File: src/rtl/dec_pkg.sv
// Shared decoder types and helpers.
//   cw_width_t      : comparator codeword width encoding (8/16/32 bits)
//   asm_state_t     : codeword assembler FSM states
//   norm_width      : folds the raw 2-bit width input onto cw_width_t (1x -> CW_32)
//   beats_for_width : number of input bytes per codeword for a given width
package dec_pkg;

  localparam int unsigned ASM_WORD_BITS = 32;
  localparam int unsigned ASM_BYTE_BITS = 8;

  typedef enum logic [1:0] {
    CW_8  = 2'b00,
    CW_16 = 2'b01,
    CW_32 = 2'b10
  } cw_width_t;

  typedef enum logic [1:0] {
    IDLE,
    COLLECT,
    HOLD
  } asm_state_t;

  // 2'b11 has no enum member; it means 32-bit just like 2'b10.
  function automatic cw_width_t norm_width(input logic [1:0] raw);
    return raw[1] ? CW_32 : cw_width_t'(raw);
  endfunction

  function automatic logic [2:0] beats_for_width(input cw_width_t w);
    case (w)
      CW_8:    return 3'd1;
      CW_16:   return 3'd2;
      default: return 3'd4;
    endcase
  endfunction

endpackage

File: src/rtl/dec_codeword_assembler_if.sv
// Byte-in / word-out handshake bundle of the codeword assembler.
//   in_data/in_valid/in_ready : received codeword byte stream
//   codeword_width            : 00=8b, 01=16b, 1x=32b, sampled on first byte of a word
//   abort                     : discard a partial word
//   out_A/out_width           : assembled word and its width, to the comparator
//   out_valid/out_ready       : output word handshake
// slave = assembler side, master = feeder/consumer side.
interface dec_codeword_assembler_if;
  import dec_pkg::*;

  logic [ASM_BYTE_BITS-1:0] in_data;
  logic                     in_valid;
  logic                     in_ready;
  logic [1:0]               codeword_width;
  logic                     abort;
  logic [ASM_WORD_BITS-1:0] out_A;
  logic [1:0]               out_width;
  logic                     out_valid;
  logic                     out_ready;

  modport master (
    output in_data, in_valid, codeword_width, abort, out_ready,
    input  in_ready, out_A, out_width, out_valid
  );

  modport slave (
    input  in_data, in_valid, codeword_width, abort, out_ready,
    output in_ready, out_A, out_width, out_valid
  );

endinterface

File: src/rtl/dec_codeword_assembler.sv
// Codeword assembler: collects 1/2/4 little-endian bytes into a 32-bit word,
// zero-extended above the active width, and holds it with its width on a
// registered valid/ready output feeding the width-selectable comparator.
// Ports:
//   clk  : rising-edge clock
//   rst  : synchronous active-high reset
//   bus  : dec_codeword_assembler_if.slave (byte input, abort, word output)
module dec_codeword_assembler
  import dec_pkg::*;
#(
  parameter int unsigned DATA_DEPTH = 32,
  parameter int unsigned BYTE_WIDTH = 8
) (
  input  logic                      clk,
  input  logic                      rst,
  dec_codeword_assembler_if.slave   bus
);

  asm_state_t            state, state_d;
  logic [1:0]            cnt, cnt_d;
  logic [DATA_DEPTH-1:0] sr, sr_d;
  cw_width_t             wl, wl_d;
  logic [DATA_DEPTH-1:0] oa, oa_d;
  cw_width_t             ow, ow_d;

  logic                  in_ready_c;
  logic                  accept;
  cw_width_t             first_w;
  logic [DATA_DEPTH-1:0] byte_zx;
  logic [DATA_DEPTH-1:0] placed;

  always_ff @(posedge clk) begin
    if (rst) begin
      state <= IDLE;
      cnt   <= '0;
      sr    <= '0;
      wl    <= CW_8;
      oa    <= '0;
      ow    <= CW_8;
    end else begin
      state <= state_d;
      cnt   <= cnt_d;
      sr    <= sr_d;
      wl    <= wl_d;
      oa    <= oa_d;
      ow    <= ow_d;
    end
  end

  always_comb begin
    state_d    = state;
    cnt_d      = cnt;
    sr_d       = sr;
    wl_d       = wl;
    oa_d       = oa;
    ow_d       = ow;
    in_ready_c = 1'b0;

    // In HOLD the next word's first byte is taken only alongside consumption.
    case (state)
      IDLE, COLLECT: in_ready_c = !bus.abort;
      HOLD:          in_ready_c = bus.out_ready;
      default:       in_ready_c = 1'b0;
    endcase
    if (rst) in_ready_c = 1'b0;

    accept  = bus.in_valid && in_ready_c;
    first_w = norm_width(bus.codeword_width);
    byte_zx = DATA_DEPTH'(bus.in_data);
    placed  = byte_zx << {cnt, 3'b000};

    case (state)
      // IDLE and a consumed HOLD share first-byte handling; abort only
      // applies in IDLE since a completed word is never dropped.
      IDLE, HOLD: begin
        if (state == HOLD && bus.out_ready) state_d = IDLE;
        if (state == IDLE && bus.abort) begin
          sr_d  = '0;
          cnt_d = '0;
        end else if (accept) begin
          if (beats_for_width(first_w) == 3'd1) begin
            oa_d    = byte_zx;
            ow_d    = first_w;
            state_d = HOLD;
          end else begin
            sr_d    = byte_zx;
            wl_d    = first_w;
            cnt_d   = 2'd1;
            state_d = COLLECT;
          end
        end
      end
      COLLECT: begin
        if (bus.abort) begin
          sr_d    = '0;
          cnt_d   = '0;
          state_d = IDLE;
        end else if (accept) begin
          if ({1'b0, cnt} + 3'd1 == beats_for_width(wl)) begin
            oa_d    = sr | placed;
            ow_d    = wl;
            sr_d    = '0;
            cnt_d   = '0;
            state_d = HOLD;
          end else begin
            sr_d  = sr | placed;
            cnt_d = cnt + 2'd1;
          end
        end
      end
      default: state_d = IDLE;
    endcase
  end

  assign bus.in_ready  = in_ready_c;
  assign bus.out_valid = (state == HOLD);
  assign bus.out_A     = oa;
  assign bus.out_width = ow;

endmodule

File: src/flat_wrapper.sv
// flat-port wrapper written by rule: the top's interface ports become plain ports
module dec_codeword_assembler_flat import dec_pkg::*;
#(
  parameter int unsigned DATA_DEPTH = 32,
  parameter int unsigned BYTE_WIDTH = 8
)
  (clk, rst, bus_in_data, bus_in_valid, bus_codeword_width, bus_abort, bus_out_ready, bus_in_ready, bus_out_A, bus_out_width, bus_out_valid);
  dec_codeword_assembler_if bus_i ();
  input  logic clk;
  input  logic rst;
  input wire logic [$bits(bus_i.in_data)-1:0] bus_in_data;
  input wire logic [$bits(bus_i.in_valid)-1:0] bus_in_valid;
  input wire logic [$bits(bus_i.codeword_width)-1:0] bus_codeword_width;
  input wire logic [$bits(bus_i.abort)-1:0] bus_abort;
  input wire logic [$bits(bus_i.out_ready)-1:0] bus_out_ready;
  output wire logic [$bits(bus_i.in_ready)-1:0] bus_in_ready;
  output wire logic [$bits(bus_i.out_A)-1:0] bus_out_A;
  output wire logic [$bits(bus_i.out_width)-1:0] bus_out_width;
  output wire logic [$bits(bus_i.out_valid)-1:0] bus_out_valid;
  assign bus_i.in_data = bus_in_data;
  assign bus_i.in_valid = bus_in_valid;
  assign bus_i.codeword_width = bus_codeword_width;
  assign bus_i.abort = bus_abort;
  assign bus_i.out_ready = bus_out_ready;
  assign bus_in_ready = bus_i.in_ready;
  assign bus_out_A = bus_i.out_A;
  assign bus_out_width = bus_i.out_width;
  assign bus_out_valid = bus_i.out_valid;
  dec_codeword_assembler #(.DATA_DEPTH(DATA_DEPTH), .BYTE_WIDTH(BYTE_WIDTH)) u_core (.clk(clk), .rst(rst), .bus(bus_i));
endmodule
File: config.mk
export PLATFORM = sky130hd
export DESIGN_NAME = dec_codeword_assembler_flat
export DESIGN_NICKNAME = d
export VERILOG_FILES = /design/src/rtl/dec_pkg.sv /design/src/rtl/dec_codeword_assembler_if.sv /design/src/rtl/dec_codeword_assembler.sv /design/src/flat_wrapper.sv
export SDC_FILE = /design/constraint.sdc
export NUM_CORES = 1
export LEC_CHECK = 0
export BUFFER_PORTS_ARGS = -buffer_cell sky130_fd_sc_hd__buf_2
export CORE_UTILIZATION = 40
export CTS_BUF_LIST = sky130_fd_sc_hd__clkbuf_4 sky130_fd_sc_hd__clkbuf_8
export DETAILED_ROUTE_END_ITERATION = 7
export PLACE_DENSITY = 0.69
export SLEW_MARGIN = 10
export SYNTH_ARGS = -nofsm -noshare
export SYNTH_HDL_FRONTEND = slang
export SYNTH_SLANG_ARGS = --single-unit
File: constraint.sdc
create_clock -name clk -period 2.3 [get_ports clk]
set_input_delay 0.23 -clock clk [delete_from_list [all_inputs] [get_ports clk]]
set_output_delay 0.23 -clock clk [all_outputs]
set_load 0.1 [all_outputs]
==> metrics.md <==
| Metric | Value |
|---|---|
| Status | finished, final reports clean |
| Core box area | 8300 µm² |
| Ys async rst share | 0 |
| DR DRC count | 0 |
| Worst r2r dst | u_core.sr[22] |
| Mapped Cells | 363 |
| Die X | 95 µm |
| R2R setup slack | 180 ps |
| Syn_nets | 379 |
| Grt ovf | 0 |
| Comb power frac | 0.113 |
| Register share of total power | 0.520 |
| #FFs+latches synth | 72 |
| Worst slack, placed | 197 ps |
| Buf/Inv on CP | 1 |
| RSZ-0062 raised after global routing | false |
| Mean number of vias per cell | 5.66 |
| Critical Path Sink Type | flop |
| Peak supply drop | 0.352 mV |
| DR iter-0 viols | 258 |
| Leakage Power | 1.95 nW |
| Critical path startpoint category | flop |
| CTS Buffer Depth | 2 |
| Setup-failing EPs final | 0 |
| Syn_area_per_cell | 9.53 µm² |
| Final ANT Viol Nets | 0 |
| Post-synth EDFFs | 0 |
| Switching portion of total power | 0.260 |
| Layout Nets | 426 |
| Min-delay worst type | in2reg |
| Syn. warnings | 0 |
| CTS buffer count | 9 |
| Critical Path AT | 2350 ps |
| # diodes | 0 |
| Tot GR Track Use | 0.196 |
| Post-CTS Resized | 0 |
| Most used DFF post-synth | dfxtp_1 |
| Yosys cell types | 52 |
| Crit-path max cell delay | 370 ps |
| Drt pass-1 iters | 4 |
| Worst-path clk slew | 70 ps |
| Die area | 9030 µm² |
| CP delay by family, top | compound AO/OA/AOI/OAI gates |
| Setup_tns | 0 ps |
| Final Hold Fails | 0 |
| Std-Cell Rows | 33 |
| Worst slew pin tran | 719 ps |
| Hpwl dp | 5640 µm |
| Setup ws final | 179 ps |
| Post-Syn Area | 3460 µm² |
| Die span in y | 95 µm |
| Routed len/inst | 16.5 µm |
| Vias | 2940 |
| Crit path max-delay cell type | ha_1 |
| Synth-to-Final Area Change | 16.1% |
| Worst-Skew Late Latency | 350 ps |
| Internal | 1.81 mW |
| Pwr dens | 611 nW/µm² |
| # clock sinks | 72 |
| H-tree levels | 3 |
| Register area share after synthesis | 0.417 |
| Final Skew | 9.64 ps |
| Crit path time final | 2120 ps |
| Clk network pwr share | 0.367 |
| First-pass GRT wire length | 13500 µm |
| Port-buffer cells | 50 |
| Critical Setup Path Class | reg2reg |
| Vias in the first global route | 2637 |
| P_sw | 639 µW |
| Crit path from | u_core.cnt[0] |
| Critical path depth | 6 |
| Max-cap violation count | 0 |
| Slew HR | 0.517 |
| Worst path required time | 2530 ps |
| Post-CTS Setup Bufs | 0 |
| Initial antenna violation count | 0 |
| Worst setup path end | u_core.sr[22] |
| Fin. max-slew vios | 0 |
| WL final | 8560 µm |
| Initial core utilization | 0.417 |
| Worst path cell trace | ha_1, or3_4, a211o_1, o2111ai_1, buf_12, a2bb2o_1 |
| Fin crit share | 0.922 |
| RD Place Congestion | 0.901 |
| Largest net degree at the start of global routing | 61 |
| CTS tree | yes |
| Share of layout cells above drive strength 1 | 0.215 |
| CTS root buf | clkbuf_8 |
| Reg2reg start | u_core.cnt[0] |
| IO Count | 51 |
| Post-CTS Hold Buffers | 0 |
| Critical path peak fanout | 20 |
| Fmax | 471 MHz |
| Worst r2r path cells | 6 |
-- registers in the layout (all words and copies together), names as in the netlist --
| signal | cells |
|---|---|
| u_core.bus.out_A | 32 |
| u_core.sr | 32 |
| u_core.bus.out_width | 2 |
| u_core.cnt | 2 |
| u_core.state | 2 |
| u_core.wl | 2 |
-- worst reg2reg max path: cells and delay by family (launching register included) --
| family | cells | cell delay, ps |
|---|---|---|
| and+or+nand+nor | 1 | 370 |
| buffers and inverters | 1 | 190 |
| DFF | 1 | 320 |
| adders and majority gates | 1 | 370 |
| AOI/OAI and AO/OA | 3 | 750 |
-- cell type report --
cell class                 count  area [µm²]
clock buffer                  12         159
clock inverter                 3        17.5
fill                         792        4280
inverter                       3        11.3
multi-input combinational    260        1870
sequential                    72        1440
tap                          105         131
timing repair buffer          64         380
-- metrics by stage --
stage / area (µm²) / util / hold WS [ps] / total power [mW] / std cells
floorplan: 3460 / - / 340 / 1.49 / 363
global placement: 3840 / 0.463 / 436 / 1.57 / 504
detailed placement: 3840 / 0.463 / 444 / 1.58 / 504
CTS: 4020 / 0.484 / 144 / 2.47 / 519
global route: 4020 / 0.484 / 166 / 2.56 / 519
finish: 4020 / 0.484 / 151 / 2.45 / 519
-- routing by layer --
metal / wire (µm) / track usage / part of all wire
met5: 0 / 0 / 0
met4: 104 / 0.0669 / 0.012
met3: 395 / 0.0499 / 0.046
met2: 3840 / 0.289 / 0.45
met1: 4220 / 0.276 / 0.49
-- Yosys cell counts (9+ instances only) --
cell type | number | area (µm²)
a211oi_1 | 9 | 67.6
nand2_1 | 22 | 82.6
nand2b_1 | 34 | 213
a21oi_1 | 11 | 55.1
mux2i_1 | 32 | 320
a22oi_1 | 9 | 67.6
a21o_1 | 24 | 180
nor3_1 | 16 | 80.1
a2bb2o_1 | 10 | 100
dfxtp_1 | 72 | 1440
clkbuf_1 | 14 | 52.6
o2bb2ai_1 | 9 | 78.8
-- power by group through the flow --
stage / Clock (mW) / Sequential, mW / Combinational, mW
final: 0.901 / 1.28 / 0.276
after global routing: 0.983 / 1.28 / 0.296
after CTS: 0.926 / 1.28 / 0.273
after detailed placement: 0 / 1.30 / 0.272
after global placement: 0 / 1.30 / 0.268
after floorplan: 0 / 1.32 / 0.175
-- cell families (layout without fill, tap and decap cells) --
kind of cell | Yosys count | count (layout) | share of synthesized area
AO/OA/AOI/OAI | 112 | 112 | 0.255
multiplexers | 34 | 34 | 0.0991
adder cells (fa/ha/maj) | 1 | 1 | 0.00362
flip-flops | 72 | 72 | 0.417
AND/OR/NAND/NOR | 113 | 113 | 0.180
buffers and inverters | 31 | 82 | 0.0452
-- worst min path at each step --
stage	start	to	slack, ps	cells past startpoint
after detailed placement	u_core.sr[31]	u_core.sr[31]	440	1
after CTS	bus_codeword_width[1]	u_core.wl[0]	140	2
final	bus_codeword_width[1]	u_core.wl[0]	150	2
after floorplan	bus_codeword_width[1]	u_core.wl[0]	340	1
after global placement	u_core.sr[24]	u_core.sr[24]	440	1
after global routing	bus_codeword_width[1]	u_core.wl[0]	170	2
-- layout by cell type (no fill, tap or decap), types with 7 or more instances in the layout --
master     count
nor2_1         8
a2bb2o_1      10
a21oi_1       11
nand3_1        7
a211oi_1       9
buf_4         12
a21o_1        24
o2bb2ai_1      9
nand2b_1      34
nand2_1       22
buf_2         50
a22oi_1        9
nor2b_1        8
nor3_1        15
a32oi_1        8
dfxtp_1       72
clkbuf_8      11
mux2i_1       32
No activity file was read; power rests on OpenSTA's default activity.
